===== config.mk =====
export PLATFORM = sky130hd
export DESIGN_NAME = fwd_hazard_unit
export DESIGN_NICKNAME = d
export VERILOG_FILES = /design/src/rtl/fwd_hazard_unit.sv
export SDC_FILE = /design/constraint.sdc
export NUM_CORES = 1
export LEC_CHECK = 0
export ABC_AREA = 1
export ABC_CLOCK_PERIOD_IN_PS = 1710
export CAP_MARGIN = 30
export CORE_ASPECT_RATIO = 1.1
export CORE_MARGIN = 2
export CORE_UTILIZATION = 40
export DETAILED_ROUTE_END_ITERATION = 8
export PLACE_DENSITY = 0.82
export SLEW_MARGIN = 20
export SYNTH_ARGS = -nofsm -noshare
export SYNTH_HDL_FRONTEND = slang
export SYNTH_SLANG_ARGS = --single-unit

===== constraint.sdc =====
create_clock -name clk -period 1.71 [get_ports clk]
set_input_delay 0.4275 -clock clk [delete_from_list [all_inputs] [get_ports clk]]
set_output_delay 0.4275 -clock clk [all_outputs]
set_load 0.005 [all_outputs]

===== src/rtl/fwd_hazard_unit.sv =====
// Operand bypass selection, load-use detection and a one-deep mul/div countdown scoreboard.
// Optional WB buffer (forward code 11) is enabled by defining FWD_WB_BUF_EN.
//
// scoreboard state | meaning
// IDLE (cnt == 0)  | no mul/div outstanding, md_start accepted unless stalled
// BUSY (cnt != 0)  | result pending; cnt == 1 is the md_done cycle
module fwd_hazard_unit #(
    parameter int ADDR_W = 5,
    parameter int MD_LAT = 4
) (
    input  logic              clk,
    input  logic              rst,
    input  logic [ADDR_W-1:0] id_rs,
    input  logic [ADDR_W-1:0] id_rt,
    input  logic              id_uses_rt,
    input  logic              id_md_op,
    input  logic [ADDR_W-1:0] id_ex_rs,
    input  logic [ADDR_W-1:0] id_ex_rt,
    input  logic              id_ex_mem_read,
    input  logic [ADDR_W-1:0] id_ex_reg_write_addr,
    input  logic              ex_mem_reg_write,
    input  logic [ADDR_W-1:0] ex_mem_reg_write_addr,
    input  logic              mem_wb_reg_write,
    input  logic [ADDR_W-1:0] mem_wb_reg_write_addr,
    input  logic              md_start,
    input  logic [ADDR_W-1:0] md_dst,
    output logic [1:0]        forward_a,
    output logic [1:0]        forward_b,
    output logic              stall,
    output logic              flush_id_ex,
    output logic              md_busy,
    output logic              md_done
);

    localparam logic [3:0] MD_LAT_C = 4'(MD_LAT);

    logic [3:0]        cnt_q, cnt_d;
    logic [ADDR_W-1:0] md_dst_q, md_dst_d;
    logic              ex_mem_live, mem_wb_live, wb_live;
    logic [ADDR_W-1:0] wb_addr;
    logic              load_use, md_raw, md_hazard;

    assign ex_mem_live = ex_mem_reg_write && (ex_mem_reg_write_addr != '0);
    assign mem_wb_live = mem_wb_reg_write && (mem_wb_reg_write_addr != '0);

`ifdef FWD_WB_BUF_EN
    logic              wb_valid_q, wb_valid_d;
    logic [ADDR_W-1:0] wb_addr_q, wb_addr_d;

    always_comb begin
        wb_valid_d = mem_wb_live;
        wb_addr_d  = mem_wb_reg_write_addr;
    end

    always_ff @(posedge clk or posedge rst) begin
        if (rst) begin
            wb_valid_q <= 1'b0;
            wb_addr_q  <= '0;
        end else begin
            wb_valid_q <= wb_valid_d;
            wb_addr_q  <= wb_addr_d;
        end
    end

    assign wb_live = wb_valid_q;
    assign wb_addr = wb_addr_q;
`else
    assign wb_live = 1'b0;
    assign wb_addr = '0;
`endif

    // Bypass priority: EX/MEM, MEM/WB, WB buffer, register file.
    always_comb begin
        forward_a = 2'b00;
        forward_b = 2'b00;
        if (ex_mem_live && ex_mem_reg_write_addr == id_ex_rs)      forward_a = 2'b10;
        else if (mem_wb_live && mem_wb_reg_write_addr == id_ex_rs) forward_a = 2'b01;
        else if (wb_live && wb_addr == id_ex_rs)                   forward_a = 2'b11;
        if (ex_mem_live && ex_mem_reg_write_addr == id_ex_rt)      forward_b = 2'b10;
        else if (mem_wb_live && mem_wb_reg_write_addr == id_ex_rt) forward_b = 2'b01;
        else if (wb_live && wb_addr == id_ex_rt)                   forward_b = 2'b11;
    end

    always_comb begin
        load_use = id_ex_mem_read && (id_ex_reg_write_addr != '0) &&
                   ((id_ex_reg_write_addr == id_rs) ||
                    (id_uses_rt && id_ex_reg_write_addr == id_rt));
        md_raw   = (md_dst_q != '0) &&
                   ((md_dst_q == id_rs) || (id_uses_rt && md_dst_q == id_rt));
        // The dependent instruction issues in the md_done cycle itself.
        md_hazard = md_busy && !md_done && (md_raw || id_md_op);
    end

    assign md_busy     = (cnt_q != 4'd0);
    assign md_done     = (cnt_q == 4'd1);
    assign stall       = load_use || md_hazard;
    assign flush_id_ex = stall;

    // md_start during BUSY (including the md_done cycle) is dropped.
    always_comb begin
        cnt_d    = cnt_q;
        md_dst_d = md_dst_q;
        if (cnt_q == 4'd0) begin
            if (md_start && !stall) begin
                cnt_d    = MD_LAT_C;
                md_dst_d = md_dst;
            end
        end else begin
            cnt_d = cnt_q - 4'd1;
        end
    end

    always_ff @(posedge clk or posedge rst) begin
        if (rst) begin
            cnt_q    <= 4'd0;
            md_dst_q <= '0;
        end else begin
            cnt_q    <= cnt_d;
            md_dst_q <= md_dst_d;
        end
    end

endmodule


==> reports/qor.yml <==
swShare_pct: 44.2
avgSynthCellArea_um2: 6.25
grt_usage_pct: 22.0
period_share_pct: 117
ctsHoldBuffers: 0
run_status: "finished, violations left"
endpoint: "flush_id_ex"
maxCapViolations: 0
grt_pass1_wl_um: 5180
fin_cells: 284
place_ws_ps: -916
nFillCells: 232
dpl.cell_count: 271
p_per_area_mw_per_mm2: 869
clock_latency_ps: 270
synth_cell_types: 23
drtAntennaViolNets: 0
area_growth_pct: 68.9
r2r_start: "md_dst_q[4]"
post_drt_wl_per_cell_um: 12.5
fin_worst_skew_ps: 9.47
leakage_nw: 0.958
syn_area_mm2: 0.00108
max_slew_margin_pct: 77.0
die_area_mm2: 0.00313
min_path_type: "in -> async"
drc: 0
rows: 19
num_antenna_cells: 0
syn_nets: 221
worstPathArrival_ps: 1580
setup_ws_ps: -298
ios: 56
firstDrtPassIters: 4
core_area_mm2: 0.00254
grt_pass1_vias: 1276
vdd_drop_max_mv: 0.794
total_power_mw: 1.59
maxSlewViolCount: 0
reg2reg_to: "md_dst_q[2]"
failed_checks: "setup timing"
dieHeight_um: 58.5
cts_buffer_depth: 2
seqPwrFrac_pct: 26.3
start_util_pct: 42.5
fin_crit_ps: 2010
grt.overflow.total: 0
drive_gt1_share_pct: 33.6
clkTransAtPathRegs_ps: 70
reg2reg_depth: 14
hpwlAfterDp_um: 2670
clock-root-buffer: "clkbuf_4"
pwr-share-comb_pct: 63.0
cts_tree: "done"
r2r_slack_ps: -10
seq_area_frac_synth_pct: 20.8
switchingPower_mw: 0.702
hold_viol: 0
tns_ps: -1030
antenna_found_initial: 0
criticalPathCategory: "reg -> out"
grt_max_degree: 10
vias_per_cell: 4.90
yosys_warnings: 0
endpoint_kind: "output port"
worst_pin_slew_ps: 344
final-setup-viol-count: 11
p_int_mw: 0.885
synth_top_cell_area_share_pct: 20.8
drtIter0Drc: 31
fmax_mhz: 498
syn-instance-count: 173
routed_wl_um: 3550
multi_input_area_um2: 828
rsz0062_at_grt: "yes"
synthTopCellsByArea: "dfrtp_1 (21%), nand2_1 (18%), xor2_1 (11%)"
synth_seq_cells: 9
critPathLaunch: "md_dst_q[4]"
hold_ws_ps: 415
nets: 302
start_kind: "flop"
die_w_um: 53.6
yosysTopAreaCell: "dfrtp_1"
via_count: 1392
gp_congestion: 0.965
cts_inserted_buffers: 3
register_area_um2: 229
clock_power_share_pct: 10.8
required_ps: 1280
htree_levels: 1
cts_sinks: 9
cp_max_fo: 4
port-buffer-count: 55
-- layout make-up --
type                       count  share of cell area, %
timing repair buffer          77                   32.7
clock inverter                 1                  0.274
multi-input combinational    135                   45.4
inverter                      28                   5.76
clock buffer                   3                   1.23
sequential                     9                   12.5
tap                           31                   2.12
-- cells by family (layout without fill, tap and decap cells) --
kind of cell,count (synthesis),after routing,synth area share (%)
compound gates,12,12,9.37
xor+xnor,24,24,19.4
buf+inv,29,109,10.4
flops,9,9,20.8
simple gates,99,99,39.9
-- cells in the mapped netlist, drive strengths merged --
cell   count
or2        2
xnor2     11
nor2      20
o21ai      6
nor4       3
nand3      9
inv       28
nand4      7
nand2     54
buf        1
xor2      13
o41ai      2
nor3       4
dfrtp      9
a21oi      4
-- metal layers --
layer  track usage (%)  vias up  part of all wire, %
met3              2.54       10                  5.8
met4              12.8        0                  2.3
met1              27.0      622                   39
li1                  -      703                    -
met2              36.7       57                   53
met5                 0        -                    0
-- repair_timing --
action                                  CTS  global route
gates resized for setup                 103            40
pin swaps                                23            27
gates cloned                              0             0
buffers inserted                          5             4
endpoints found under the setup margin   14             7
-- critical path: stages (launching register included) --
cell and delay, ps:
dfrtp_1 420, inv_2 80, nand2_1 50, nand2_1 70, nor2_1 40, nand3_1 90
nand2_1 80, nand2_1 90, nand2_2 80, a21oi_4 130, inv_2 40, buf_2 120
-- how the worst min path moves through the flow --
| stage | start | to | slack (ps) | depth (start not counted) |
|---|---|---|---|---|
| floorplan | rst | cnt_q[0] | 260 | 1 |
| global placement | cnt_q[0] | cnt_q[0] | 450 | 1 |
| detailed placement | cnt_q[0] | cnt_q[0] | 460 | 1 |
| CTS | rst | cnt_q[3] | 430 | 2 |
| global route | rst | cnt_q[0] | 460 | 2 |
| finish | rst | cnt_q[3] | 420 | 2 |
-- power groups by stage --
stage / registers [mW] / logic, mW / clock network, mW
2_1_floorplan: 0.375 / 0.526 / 0
3_3_place_gp: 0.400 / 0.924 / 0
3_5_place_dp: 0.405 / 0.943 / 0
4_1_cts: 0.406 / 0.934 / 0.175
5_1_grt: 0.430 / 1.11 / 0.182
6_report: 0.417 / 0.999 / 0.171
-- cells in the final DEF, fill, tap and decap left out, types with 2 or more instances in the layout --
| cell type | instances |
|---|---|
| a21oi_4 | 2 |
| buf_2 | 9 |
| buf_4 | 22 |
| clkbuf_2 | 13 |
| clkbuf_4 | 3 |
| clkdlybuf4s15_1 | 7 |
| clkdlybuf4s50_1 | 10 |
| dfrtp_1 | 6 |
| dfrtp_2 | 3 |
| dlygate4sd2_1 | 13 |
| inv_1 | 14 |
| inv_2 | 14 |
| nand2_1 | 52 |
| nand2_2 | 2 |
| nand3_1 | 9 |
| nand4_1 | 6 |
| nor2_1 | 18 |
| nor2_2 | 2 |
| nor3_1 | 3 |
| nor4_4 | 2 |
| o21ai_0 | 3 |
| o21ai_1 | 3 |
| or2_4 | 2 |
| xnor2_1 | 10 |
| xor2_1 | 12 |
-- state kept, by name (all words and copies together) (netlist names) --
signal and flops:
md_dst_q 5, cnt_q 4
-- stage by stage --
stage / area [um^2] / utilization, %
2_1_floorplan: 1080 / -
3_3_place_gp: 1760 / 69.2
3_5_place_dp: 1760 / 69.2
4_1_cts: 1830 / 71.8
5_1_grt: 1830 / 71.8
6_report: 1830 / 71.8
(Power assumes the default switching activity.)
==> edit 1 (same settings) <==
Set the parameter `ADDR_W` to 4 (it was 5).
--- a/src/rtl/fwd_hazard_unit.sv
+++ b/src/rtl/fwd_hazard_unit.sv
@@ -5,7 +5,7 @@
 // IDLE (cnt == 0)  | no mul/div outstanding, md_start accepted unless stalled
 // BUSY (cnt != 0)  | result pending; cnt == 1 is the md_done cycle
 module fwd_hazard_unit #(
-    parameter int ADDR_W = 5,
+    parameter int ADDR_W = 4,
     parameter int MD_LAT = 4
 ) (
     input  logic              clk,
Ports: changed (8 resized); port bits go from 56 to 48. The function was not compared with the original's and may differ.
==> edit 1 against the unedited design <==
  * Total power is 5.1% lower
  * Routed wire length is 15% lower
  * Sequential cell count is 1 lower
  * Clock power is 18% lower
  * Non-clock buffer count is 2 lower
  * Highest routed layer unchanged
  * Synthesized area is 17% lower
  * The flow still finishes with violations (setup timing)
  * Final cell count is 14% lower
  * Final area is 12% lower
  * Clock skew is 0.0093 ns lower
  * Worst setup slack better by 0.13 ns
==> edit 1: results (changes against the unedited design) <==
* CP arrival: 1.45 ns (was 1.58 ns)
- The maximum number of pins on one net before global-route repair came to 9 (was 10).
- Worst Setup Slack, final: -0.165 ns (was -0.298 ns)
- The post-layout net count was 257 (was 302).
- Combined global-route utilization of all metal layers: 0.228 (was 0.220)
- Biggest regs: cnt_q x4, md_dst_q x4 (was md_dst_q x5, cnt_q x4)
- Slew HR: 0.790 (was 0.770)
- The clock transition at the registers of the reported paths is 0.05 ns (was 0.07 ns).
- The final count of negative-setup-slack endpoints came to 6 (was 11).
- The total wire length after detailed routing came to 3010 um (was 3550 um).
* Post-detailed-placement half-perimeter wirelength: 2440 um (was 2670 um)
- Compound-cell area share of the yosys netlist: 0.0943 (was 0.0937)
- Sequential cell area fraction in the yosys report: 0.222 (was 0.208)
- Largest stage delay, worst path: 0.25 ns (was 0.42 ns)
* Vias after detailed routing: 1,158 (was 1,392)
- Final Wtd Congestion: 0.848 (was 0.965)
- The leakage dissipation is 0.837 nW (was 0.958 nW).
- Synth top area cells: sky130_fd_sc_hd__dfrtp_1, sky130_fd_sc_hd__nand2_1, sky130_fd_sc_hd__xnor2_1, sky130_fd_sc_hd__xor2_1, sky130_fd_sc_hd__inv_1 (was sky130_fd_sc_hd__dfrtp_1, sky130_fd_sc_hd__nand2_1, sky130_fd_sc_hd__xor2_1, sky130_fd_sc_hd__xnor2_1, sky130_fd_sc_hd__inv_1).
- Status: finished with violations (unchanged)
- DP Worst Slack: -0.854 ns (was -0.916 ns)
- Synth Area in XOR/XNOR: 0.223 (was 0.194)
* Wire length of the first global-routing pass: 4540 um (was 5180 um)
- The iteration-0 DRC count of the detailed router came to 13 (was 31).
- Buffers added on ports: 47 (was 55)
- Failing checks: setup timing (unchanged)
* Critical path fanouts, max: 3 (was 4)
* Vias in the first global route: 1,118 (was 1,276)
* Worst IR Drop VDD: 917 uV (was 794 uV)
* Endpoint of the lowest-slack register-to-register path: md_dst_q[1]$_DFFE_PP0P_ (was md_dst_q[2]$_DFFE_PP0P_)
* Library cells used by synthesis: 22 (was 23)
- The critical path's slowest cell is sky130_fd_sc_hd__dlygate4sd2_1 (was sky130_fd_sc_hd__dfrtp_1).
- Layout fillers: 180 (was 232)
- The later-pin clock latency in the skew report came to 0.25 ns (was 0.27 ns).
- Start of the worst register-to-register path: md_dst_q[3]$_DFFE_PP0P_ (was md_dst_q[4]$_DFFE_PP0P_)
==> edit 1: cell count changes after synthesis, sizes merged, moves of 3 or more <==
| cell | delta |
|---|---|
| nand2 | -12 |
| xnor2 | +4 |
| xor2 | -5 |
| nand3 | -3 |
| inv | -7 |
| nor2 | -3 |
| nor3 | -4 |
==> edit 1: worst max-delay path by stage <==
stage / depth (start not counted) / startpoint / to
after CTS: 11 / md_dst_q[1]$_DFFE_PP0P_ / flush_id_ex
after floorplan: 11 / id_rt[0] / stall
after global placement: 12 / id_rt[1] / stall
after global routing: 12 / id_rt[2] / stall
after detailed placement: 12 / id_rt[1] / flush_id_ex
final: 12 / id_rt[2] / flush_id_ex
==> edit 1: cell type report <==
cell class	count	area share
repair buffers	75	0.382
multi-input cells	108	0.408
inverters	21	0.0488
clock buffers	3	0.0140
well taps	30	0.0233
flip-flops and latches	8	0.124
==> edit 1: power groups by stage <==
stage               Sequential, mW  Combinational, mW  Clock (mW)
floorplan                    0.333              0.477           0
detailed placement           0.340              0.968           0
global placement             0.331              0.948           0
finish                       0.352               1.02       0.140
CTS                          0.347              0.955       0.146
global route                 0.359               1.12       0.154
==> edit 1: per-layer routing <==
layer,track usage,up-vias,share of wire
li1,-,593,-
met1,0.209,519,0.39
met2,0.486,40,0.54
met3,0.0500,6,0.053
met4,0.0952,0,0.019
met5,0,-,0
==> edit 1: what timing repair did <==
action / CTS / global route
setup endpoints to repair: 13 / 8
setup buffers: 8 / 2
pin swaps: 19 / 13
gates resized for setup: 101 / 22
hold endpoints to repair: 0 / 0
==> edit 1: cells by family (layout without fill, tap and decap cells) <==
logic type,count (synthesis),count (layout)
AO/OA/AOI/OAI,11,11
XOR/XNOR,23,23
buffers and inverters,22,99
flip-flops,8,8
AND/OR/NAND/NOR,74,74
==> edit 1: stage by stage <==
stage / power (mW) / cells / utilization / cell area (um^2) / hold WS [ns]
2_1_floorplan: 0.809 / 138 / - / 902 / 0.243
3_3_place_gp: 1.28 / 234 / 0.711 / 1550 / 0.470
3_5_place_dp: 1.31 / 234 / 0.711 / 1550 / 0.486
4_1_cts: 1.45 / 243 / 0.723 / 1580 / 0.425
5_1_grt: 1.64 / 245 / 0.739 / 1610 / 0.457
6_report: 1.51 / 245 / 0.739 / 1610 / 0.425
==> edit 2 (config.mk and constraints unchanged) <==
Made on the original files. The option `FWD_WB_BUF_EN` is turned on by a define.
--- a/src/rtl/fwd_hazard_unit.sv
+++ b/src/rtl/fwd_hazard_unit.sv
@@ -4,6 +4,8 @@
 // scoreboard state | meaning
 // IDLE (cnt == 0)  | no mul/div outstanding, md_start accepted unless stalled
 // BUSY (cnt != 0)  | result pending; cnt == 1 is the md_done cycle
+`define FWD_WB_BUF_EN
+
 module fwd_hazard_unit #(
     parameter int ADDR_W = 5,
     parameter int MD_LAT = 4
Check against the original RTL: not equivalent (a bounded check fails within 4 cycles, from zero or initial values and one cycle with rst high).
==> edit 2 against the unedited design <==
  * Sequential cell count is 6 higher
  * Die area is 26% higher
  * Total power is 24% higher
  * Synthesized area is 28% higher
  * Combinational power is 22% higher
  * Worst setup slack worse by 0.013 ns
  * Hold slack got worse by 0.089 ns
  * Largest power group unchanged
  * The run still ends with setup timing left
  * Routed wire length rose by 25%
  * Sequential share of layout area grew 3.6 points
  * Final area is 28% higher
  * Largest cell class unchanged
  * Clock power rose by 13%
  * Register-to-register slack better by 0.24 ns
  * Critical path depth is 3 lower
==> edit 2: results (changes against the unedited design) <==
- Status: finished with violations (unchanged).
* Failing checks: setup timing (unchanged)
- Post-detailed-placement half-perimeter wirelength: 3130 um (was 2670 um)
- The final count of negative-setup-slack endpoints was 6 (was 11).
- Path type of the worst min-delay path: in -> reg (was in -> async)
- Endpoint of the lowest-slack register-to-register path: cnt_q[2]$_DFFE_PP0P_ (was md_dst_q[2]$_DFFE_PP0P_)
* Synth top area cells: sky130_fd_sc_hd__dfrtp_1, sky130_fd_sc_hd__nand2_1, sky130_fd_sc_hd__xor2_1, sky130_fd_sc_hd__inv_1, sky130_fd_sc_hd__xnor2_1 (was sky130_fd_sc_hd__dfrtp_1, sky130_fd_sc_hd__nand2_1, sky130_fd_sc_hd__xor2_1, sky130_fd_sc_hd__xnor2_1, sky130_fd_sc_hd__inv_1)
- Most frequent cells after synthesis: sky130_fd_sc_hd__nand2_1, sky130_fd_sc_hd__inv_1, sky130_fd_sc_hd__nor2_1 (unchanged).
- Worst IR Drop VDD: 811 uV (was 794 uV)
* Leakage: 1.24 nW (was 0.958 nW)
- The headroom to the max-slew limit is 0.731 (was 0.770).
- Violation count after the first detailed-routing iteration: 124 (was 31)
* Combined global-route utilization of all metal layers: 0.220 (about the same)
* Fraction of final layout cells sized beyond drive strength 1: 0.359 (was 0.336)
- Sequential cell area fraction in the yosys report: 0.272 (was 0.208)
- The number of global-route vias before repair is 1,590 (was 1,276).
- The final RePlAce weighted congestion was 0.866 (was 0.965).
* Fin Clk Skew: 0.00763 ns (was 0.00947 ns)
- DP Worst Slack: -1.03 ns (was -0.916 ns)
- The number of different library cells in the post-synthesis netlist is 24 (was 23).
- The worst-path maximum fanout came to 2 (was 4).
- The peak per-stage delay on the critical path came to 0.23 ns (was 0.42 ns).
* Worst Setup Slack, final: -0.312 ns (was -0.298 ns)
- The number of vias after detailed routing is 1,673 (was 1,392).
- Nets: 353 (was 302)
edit 2: changes by cell type after synthesis, sizes merged, moves of 2 or more:
cell and change:
a21o +2, a21oi +4, dfrtp +6, inv +5, nand2 +4, nand3 -2
nor2 +3, o21ai +2, xor2 +7
edit 2: how the worst max path moves through the flow:
stage / start / end / cells past startpoint
global placement: ex_mem_reg_write_addr[3] / forward_a[1] / 6
CTS: mem_wb_reg_write_addr[3] / forward_b[1] / 8
floorplan: id_rt[0] / stall / 11
finish: mem_wb_reg_write_addr[3] / forward_a[1] / 8
detailed placement: id_ex_rt[3] / forward_b[1] / 6
global route: md_dst_q[1]$_DFFE_PP0P_ / stall / 8
edit 2: per-stage QoR:
stage / TNS (ns) / hold slack, ns / cell area [um^2] / instances
final: -1.71 / 0.326 / 2340 / 352
after global routing: -2.33 / 0.304 / 2340 / 352
after CTS: -1.93 / 0.345 / 2290 / 349
after detailed placement: -7.80 / 0.477 / 2170 / 335
after global placement: -7.77 / 0.472 / 2170 / 335
after floorplan: 0 / 0.329 / 1380 / 208
edit 2: repair_timing:
| action | 4_1_cts | 5_1_grt |
|---|---|---|
| resized for setup | 115 | 53 |
| setup endpoints to repair | 14 | 8 |
| pin swaps | 24 | 23 |
| buffers inserted | 10 | 3 |
edit 2: logic make-up (layout without fill, tap and decap cells):
kind of cell              after synthesis  count (layout)  synth area share
DFF                                    15              15             0.272
and+or+nand+nor                       106             106             0.334
buffers and inverters                  34             130            0.0951
xor gates and xnor gates               31              31             0.197
AOI/OAI and AO/OA                      22              22             0.102
edit 2: worst max-delay path: cells and delay by family:
kind,cells,cell delay [ns]
AOI/OAI and AO/OA,2,0.34
buffers and inverters,4,0.47
and+or+nand+nor,2,0.36
edit 2: power by group:
| part | total [mW] | internal (mW) | switching (mW) |
|---|---|---|---|
| registers | 0.553 | 0.454 | 0.0993 |
| logic | 1.22 | 0.631 | 0.593 |
| clock network | 0.194 | 0.0867 | 0.107 |
| total | 1.97 | 1.17 | 0.800 |
edit 2: final cells by class:
class                      instances  area [um^2]
clock buffer                       3         22.5
inverter                          33          124
fill                             273          992
sequential                        15          377
tap                               48         60.1
clock inverter                     1         5.00
multi-input combinational        159         1020
timing repair buffer              93          728
edit 2: per-layer routing:
| layer | vias to the layer above | GRT usage | share of wire |
|---|---|---|---|
| met5 | - | 0 | 0 |
| met4 | 0 | 0.0139 | 0.0063 |
| met3 | 2 | 0.0374 | 0.031 |
| met2 | 45 | 0.406 | 0.52 |
| met1 | 776 | 0.272 | 0.44 |
| li1 | 850 | - | - |
